[src/rtl/if_fetch_ctrl.sv]
// Instruction-fetch sequencing controller: drives PC freeze/select, handshakes with a
// variable-latency instruction memory and feeds IF/ID through a registered slot plus hold buffer.
module if_fetch_ctrl #(
  parameter int unsigned XLEN = 32
) (
  input  logic            clk,
  input  logic            rst,
  input  logic [XLEN-1:0] pc,
  output logic            pc_freeze,
  output logic            pc_sel,
  output logic [XLEN-1:0] redirect_addr,
  input  logic            branch_taken,
  input  logic [XLEN-1:0] branch_addr,
  input  logic            hazard_stall,
  output logic            mem_req,
  output logic [XLEN-1:0] mem_addr,
  input  logic            mem_ready,
  input  logic [XLEN-1:0] mem_rdata,
  output logic            if_valid,
  output logic [XLEN-1:0] if_pc,
  output logic [XLEN-1:0] if_instr,
  output logic [31:0]     fetch_count
);

  typedef enum logic [1:0] {IDLE, FETCH, HOLD, DRAIN} state_t;

  state_t          state_q, state_d;
  logic [XLEN-1:0] target_q, target_d;
  logic            if_valid_q, if_valid_d;
  logic [XLEN-1:0] if_pc_q, if_pc_d;
  logic [XLEN-1:0] if_instr_q, if_instr_d;
  logic [XLEN-1:0] hold_pc_q, hold_pc_d;
  logic [XLEN-1:0] hold_instr_q, hold_instr_d;
  logic [31:0]     fetch_count_q, fetch_count_d;
  logic            slot_free;

  assign slot_free = !if_valid_q || !hazard_stall;

  always_comb begin
    state_d       = state_q;
    target_d      = target_q;
    if_valid_d    = if_valid_q && hazard_stall;
    if_pc_d       = if_pc_q;
    if_instr_d    = if_instr_q;
    hold_pc_d     = hold_pc_q;
    hold_instr_d  = hold_instr_q;
    fetch_count_d = fetch_count_q;
    pc_freeze     = 1'b1;
    pc_sel        = 1'b0;

    unique case (state_q)
      IDLE: begin
        state_d = FETCH;
        // A redirect seen while idle still steers the first request.
        if (branch_taken) begin
          pc_freeze = 1'b0;
          pc_sel    = 1'b1;
        end
      end
      FETCH: begin
        if (mem_ready) begin
          pc_freeze = 1'b0;
          if (branch_taken) begin
            pc_sel = 1'b1;
          end else if (slot_free) begin
            if_valid_d    = 1'b1;
            if_pc_d       = pc;
            if_instr_d    = mem_rdata;
            fetch_count_d = fetch_count_q + 32'd1;
          end else begin
            hold_pc_d    = pc;
            hold_instr_d = mem_rdata;
            state_d      = HOLD;
          end
        end else if (branch_taken) begin
          target_d = branch_addr;
          state_d  = DRAIN;
        end
      end
      HOLD: begin
        if (branch_taken) begin
          pc_freeze = 1'b0;
          pc_sel    = 1'b1;
          state_d   = FETCH;
        end else if (!hazard_stall) begin
          if_valid_d    = 1'b1;
          if_pc_d       = hold_pc_q;
          if_instr_d    = hold_instr_q;
          fetch_count_d = fetch_count_q + 32'd1;
          state_d       = FETCH;
        end
      end
      DRAIN: begin
        if (branch_taken) begin
          target_d = branch_addr;
        end
        if (mem_ready) begin
          pc_freeze = 1'b0;
          pc_sel    = 1'b1;
          state_d   = FETCH;
        end
      end
      default: state_d = IDLE;
    endcase

    // A redirect flushes the slot regardless of hazard_stall.
    if (branch_taken) begin
      if_valid_d = 1'b0;
    end
  end

  always_ff @(posedge clk or posedge rst) begin
    if (rst) begin
      state_q       <= IDLE;
      target_q      <= '0;
      if_valid_q    <= 1'b0;
      if_pc_q       <= '0;
      if_instr_q    <= '0;
      hold_pc_q     <= '0;
      hold_instr_q  <= '0;
      fetch_count_q <= '0;
    end else begin
      state_q       <= state_d;
      target_q      <= target_d;
      if_valid_q    <= if_valid_d;
      if_pc_q       <= if_pc_d;
      if_instr_q    <= if_instr_d;
      hold_pc_q     <= hold_pc_d;
      hold_instr_q  <= hold_instr_d;
      fetch_count_q <= fetch_count_d;
    end
  end

  assign redirect_addr = branch_taken ? branch_addr : target_q;
  assign mem_req       = (state_q == FETCH) || (state_q == DRAIN);
  assign mem_addr      = pc;
  assign if_valid      = if_valid_q;
  assign if_pc         = if_pc_q;
  assign if_instr      = if_instr_q;
  assign fetch_count   = fetch_count_q;

endmodule

[config.mk]
export PLATFORM = sky130hd
export DESIGN_NAME = if_fetch_ctrl
export DESIGN_NICKNAME = d
export VERILOG_FILES = /design/src/rtl/if_fetch_ctrl.sv
export SDC_FILE = /design/constraint.sdc
export NUM_CORES = 1
export LEC_CHECK = 0
export BUFFER_PORTS_ARGS = -buffer_cell sky130_fd_sc_hd__buf_2
export CAP_MARGIN = 5
export CORE_MARGIN = 2
export CORE_UTILIZATION = 56
export DETAILED_ROUTE_END_ITERATION = 16
export GPL_ROUTABILITY_DRIVEN = 1
export HOLD_SLACK_MARGIN = 0.06
export PLACE_DENSITY = 0.86
export SLEW_MARGIN = 20
export SYNTH_ARGS = -nofsm -noshare
export SYNTH_HDL_FRONTEND = slang
export SYNTH_SLANG_ARGS = --single-unit
[constraint.sdc]
create_clock -name clk -period 9.9 [get_ports clk]
set_input_delay 1.485 -clock clk [delete_from_list [all_inputs] [get_ports clk]]
set_output_delay 1.485 -clock clk [all_outputs]
set_load 0.01 [all_outputs]
==> tab_implementation.tex <==
\begin{tabular}{lr}
\hline
Metric & Value \\
\hline
\multicolumn{2}{l}{\textbf{Global routing}} \\
\quad Maximum number of pins on one net before global-route repair & 116 \\
\quad Number of antenna violations at the first check in global routing & 2 \\
\quad Congestion Overflow GR & 0 \\
\quad Via count of the first global-routing pass & approximately 6000 \\
\quad Global Route Usage Sum & 22.9\% \\
\quad Global-route wire length before repair & between 20 and 30 mm \\
\multicolumn{2}{l}{\textbf{Setup path}} \\
\quad Slack of the worst reg-to-reg path & 6.53 ns \\
\quad CP Max Fanout & 41 \\
\quad Crit path kind & input pin to output pin \\
\quad Worst reg2reg endpoint & fetch\_count[10] \\
\quad Cell depth of the worst flop-to-flop path & 8 \\
\quad Worst Setup End Kind & output pin \\
\quad Critical register-to-register path startpoint & state\_q[0] \\
\quad Data required, critical path & 8.42 ns \\
\quad Beginning of the critical path & branch\_taken \\
\quad Crit path DAT & 2.76 ns \\
\quad Critical Path Sink & redirect\_addr[20] \\
\quad Kind of start point of the critical path & input pin \\
\multicolumn{2}{l}{\textbf{Timing}} \\
\quad Slew at the pin closest to its max-slew limit & 0.993 ns \\
\quad Post-route worst setup slack & 5.65 ns \\
\quad Slew margin rel. & 33.8\% \\
\quad Final hold viol count & 0 \\
\quad Hold Worst Slack & 0.475 ns \\
\quad Setup repair after global routing missed its margin & no \\
\quad Time the worst path needs with I/O delays and setup & 4.25 ns \\
\quad Total count of max-transition violations in the final report & 0 \\
\quad Setup TNS & 0 ns \\
\quad Endpoints failing setup & 0 \\
\quad Final clock period utilization by the worst path & 42.9\% \\
\quad Maximum clock skew at final layout & between 0.009 and 0.01 ns \\
\quad Max Clk Rate & 0.236 GHz \\
\multicolumn{2}{l}{\textbf{Yosys}} \\
\quad Synth Flop Type & sky130\_fd\_sc\_hd\_\_dfrtp\_1 \\
\quad Synth async-reset ratio & 100\% \\
\quad Share of the synthesized netlist area taken by xor and xnor gates & 3.07\% \\
\quad Largest cells by area after synthesis & sky130\_fd\_sc\_hd\_\_dfrtp\_1 (55\%), sky130\_fd\_sc\_hd\_\_mux2\_2 (16\%), sky130\_fd\_sc\_hd\_\_mux2i\_1 (7.5\%) \\
\quad Main combinational cell family by area after synthesis & multiplexers \\
\quad Flops \& latches, synth & 195 \\
\quad Syn. warnings & 0 \\
\quad Fraction of the mapped netlist area in adder cells & 0.848\% \\
\quad Area leader, netlist & sky130\_fd\_sc\_hd\_\_dfrtp\_1 \\
\quad Fraction of synthesized area in multiplexers & 23.9\% \\
\quad Mean area per synthesized cell & 12.4 um2 \\
\quad Sequential fraction of the synthesis area & $\sim$55\% \\
\quad Net count of the mapped netlist & 819 \\
\quad Most common cell in the synthesized netlist & sky130\_fd\_sc\_hd\_\_dfrtp\_1 \\
\quad Mapped cell area & 8850 um2 \\
\quad Synthesized-area fraction occupied by ao, oa, aoi and oai cells & $\sim$4.7\% \\
\quad Distinct cells, synth & 34 \\
\quad Area fraction in and, or, nand and nor cells after synthesis & under 10\% \\
\quad Synth top area share & 55.1\% \\
\quad Most used standard cells in the synthesized netlist & sky130\_fd\_sc\_hd\_\_dfrtp\_1 (195), sky130\_fd\_sc\_hd\_\_mux2\_2 (129), sky130\_fd\_sc\_hd\_\_nand2\_1 (80) \\
\quad Number of enable flip-flop cells after synthesis & 0 \\
\quad Gate count of the mapped netlist & 712 \\
\multicolumn{2}{l}{\textbf{Clock tree}} \\
\quad Clock slew at the register clock pins of the worst setup and hold paths & 0.06 ns \\
\quad Buffer count from post-CTS setup fixing & 0 \\
\quad Root buf cell & sky130\_fd\_sc\_hd\_\_clkbuf\_16 \\
\quad Clk sink count & approximately 200 \\
\quad Number of resized instances in the post-cts repair step & 0 \\
\quad H-tree depth & 4 \\
\quad Longest Clk Path Bufs & 2 \\
\quad Num CTS Buffers & 17 \\
\quad Clock Latency Late Sink & 0.42 ns \\
\quad Number of hold-repair buffers added at the cts stage & 0 \\
\quad CTS tree & yes \\
\multicolumn{2}{l}{\textbf{Floorplanning}} \\
\quad Initial standard-cell utilization of the core & between 50\% and 60\% \\
\quad Die Outline Area & 16800 um2 \\
\quad Die boundary width & 130 um \\
\quad Placement row count & 45 \\
\quad Standard cell core area & 15300 um2 \\
\quad Number of placed I/O pins & 265 \\
\quad Die boundary height & 130 um \\
\multicolumn{2}{l}{\textbf{Final layout}} \\
\quad Proportion of layout cells with a drive suffix above 1 & 46.7\% \\
\quad Area grow syn2layout & 20.7\% \\
\quad Post-layout net count & 1038 \\
\quad Final design utilization & 69.8\% \\
\quad Number of filler instances in the final layout & approximately 1100 \\
\multicolumn{2}{l}{\textbf{Routing}} \\
\quad Routed wire length per instance & 16.3 um \\
\quad Remaining number of nets flagged by the antenna check after routing & 0 \\
\quad Initial detailed-routing violation count & 297 \\
\quad Total routed wirelength & 18.8 mm \\
\quad Via count & slightly above 6000 \\
\quad Via density per instance & 5.24 \\
\quad Remaining routing DRC violations & 0 \\
\quad Detailed-router iteration count before antenna repair & 4 \\
\multicolumn{2}{l}{\textbf{Power and ir drop}} \\
\quad Power per standard cell area & about 270 nW/um2 \\
\quad Max IR drop VDD & 146 uV \\
\quad LEAKAGE & 5.30 nW \\
\quad Total power of the final layout & roughly 0.0029 W \\
\multicolumn{2}{l}{\textbf{Hold path}} \\
\quad Hold/Removal Path Class & flop to flop \\
\multicolumn{2}{l}{\textbf{Placement}} \\
\quad Final RePlAce weighted congestion & 0.784 \\
\quad Number of I/O port buffers & 264 \\
\quad Total half-perimeter wirelength after legalization and detailed placement & 13.1 mm \\
\quad Worst slack after detailed placement & 5.65 ns \\
\multicolumn{2}{l}{\textbf{Flow run}} \\
\quad Count of maximum capacitance violations & 0 \\
\multicolumn{2}{l}{\textbf{Run status}} \\
\quad Result of the run & finished, final reports clean \\
\hline
\end{tabular}
-- layout by cell type (no fill, tap or decap), types with 10 or more instances in the layout --
cell type                   synthesis  routed
sky130_fd_sc_hd__buf_2             13     264
sky130_fd_sc_hd__dfrtp_1          195     195
sky130_fd_sc_hd__mux2_2           129     129
sky130_fd_sc_hd__nand2_1           80      80
sky130_fd_sc_hd__o21ai_0           68      68
sky130_fd_sc_hd__mux2i_1           66      65
sky130_fd_sc_hd__xnor2_1           26      26
sky130_fd_sc_hd__clkbuf_16          0      17
sky130_fd_sc_hd__nand4_1           16      16
sky130_fd_sc_hd__nand3_1           10      10
-- routing by layer --
layer | wire length [um] | track usage (%)
met1 | 7910 | 28.3
met2 | 9220 | 39.0
met3 | 1470 | 7.01
met4 | 213 | 6.96
met5 | 0 | 0
-- sequential cells by signal, indices dropped and copies added, names as in the netlist --
signal,cells
fetch_count,32
hold_instr_q,32
hold_pc_q,32
if_instr,32
if_pc,32
target_q,32
state_q,2
if_valid,1
-- worst min-delay path by stage --
stage | slack (ns) | startpoint | cells past startpoint | end
2_1_floorplan | 0.48 | target_q[0] | 1 | target_q[0]
3_3_place_gp | 0.46 | fetch_count[31] | 1 | fetch_count[31]
3_5_place_dp | 0.46 | if_pc[24] | 2 | if_pc[24]
4_1_cts | 0.48 | if_instr[25] | 2 | if_instr[25]
5_1_grt | 0.49 | fetch_count[31] | 1 | fetch_count[31]
6_report | 0.48 | if_instr[6] | 2 | if_instr[6]
-- critical path, cell delays in order --
cell	delay [ns]
sky130_fd_sc_hd__buf_2	0.67
sky130_fd_sc_hd__mux2_2	0.44
sky130_fd_sc_hd__buf_2	0.15
-- area by class of cell --
type | instances | area [um2] | area share [%]
antenna | 1 | 2.50 | 0.0234
clock buffer | 21 | 460 | 4.31
clock inverter | 11 | 129 | 1.21
inverter | 7 | 33.8 | 0.316
multi-input combinational | 441 | 3540 | 33.1
sequential | 195 | 4880 | 45.7
tap | 211 | 264 | 2.47
timing repair buffer | 269 | 1380 | 12.9
-- per-stage QoR --
stage	instance area, um2	cells
finish	10700	1156
global route	10700	1156
CTS	10700	1154
detailed placement	10100	1122
global placement	10100	1122
floorplan	8850	712
-- cell families after synthesis --
logic type      Yosys count
compound gates           76
xor+xnor                 31
fa+ha+maj                 6
buf+inv                  76
flops                   195
mux                     195
simple gates            133
-- report_power, final --
| group | internal [W] | switching, W |
|---|---|---|
| registers | 0.00108 | 0.000152 |
| logic | 0.000484 | 0.000505 |
| clock network | 0.000388 | 0.000292 |
Power figures use the tool's default switching activity.
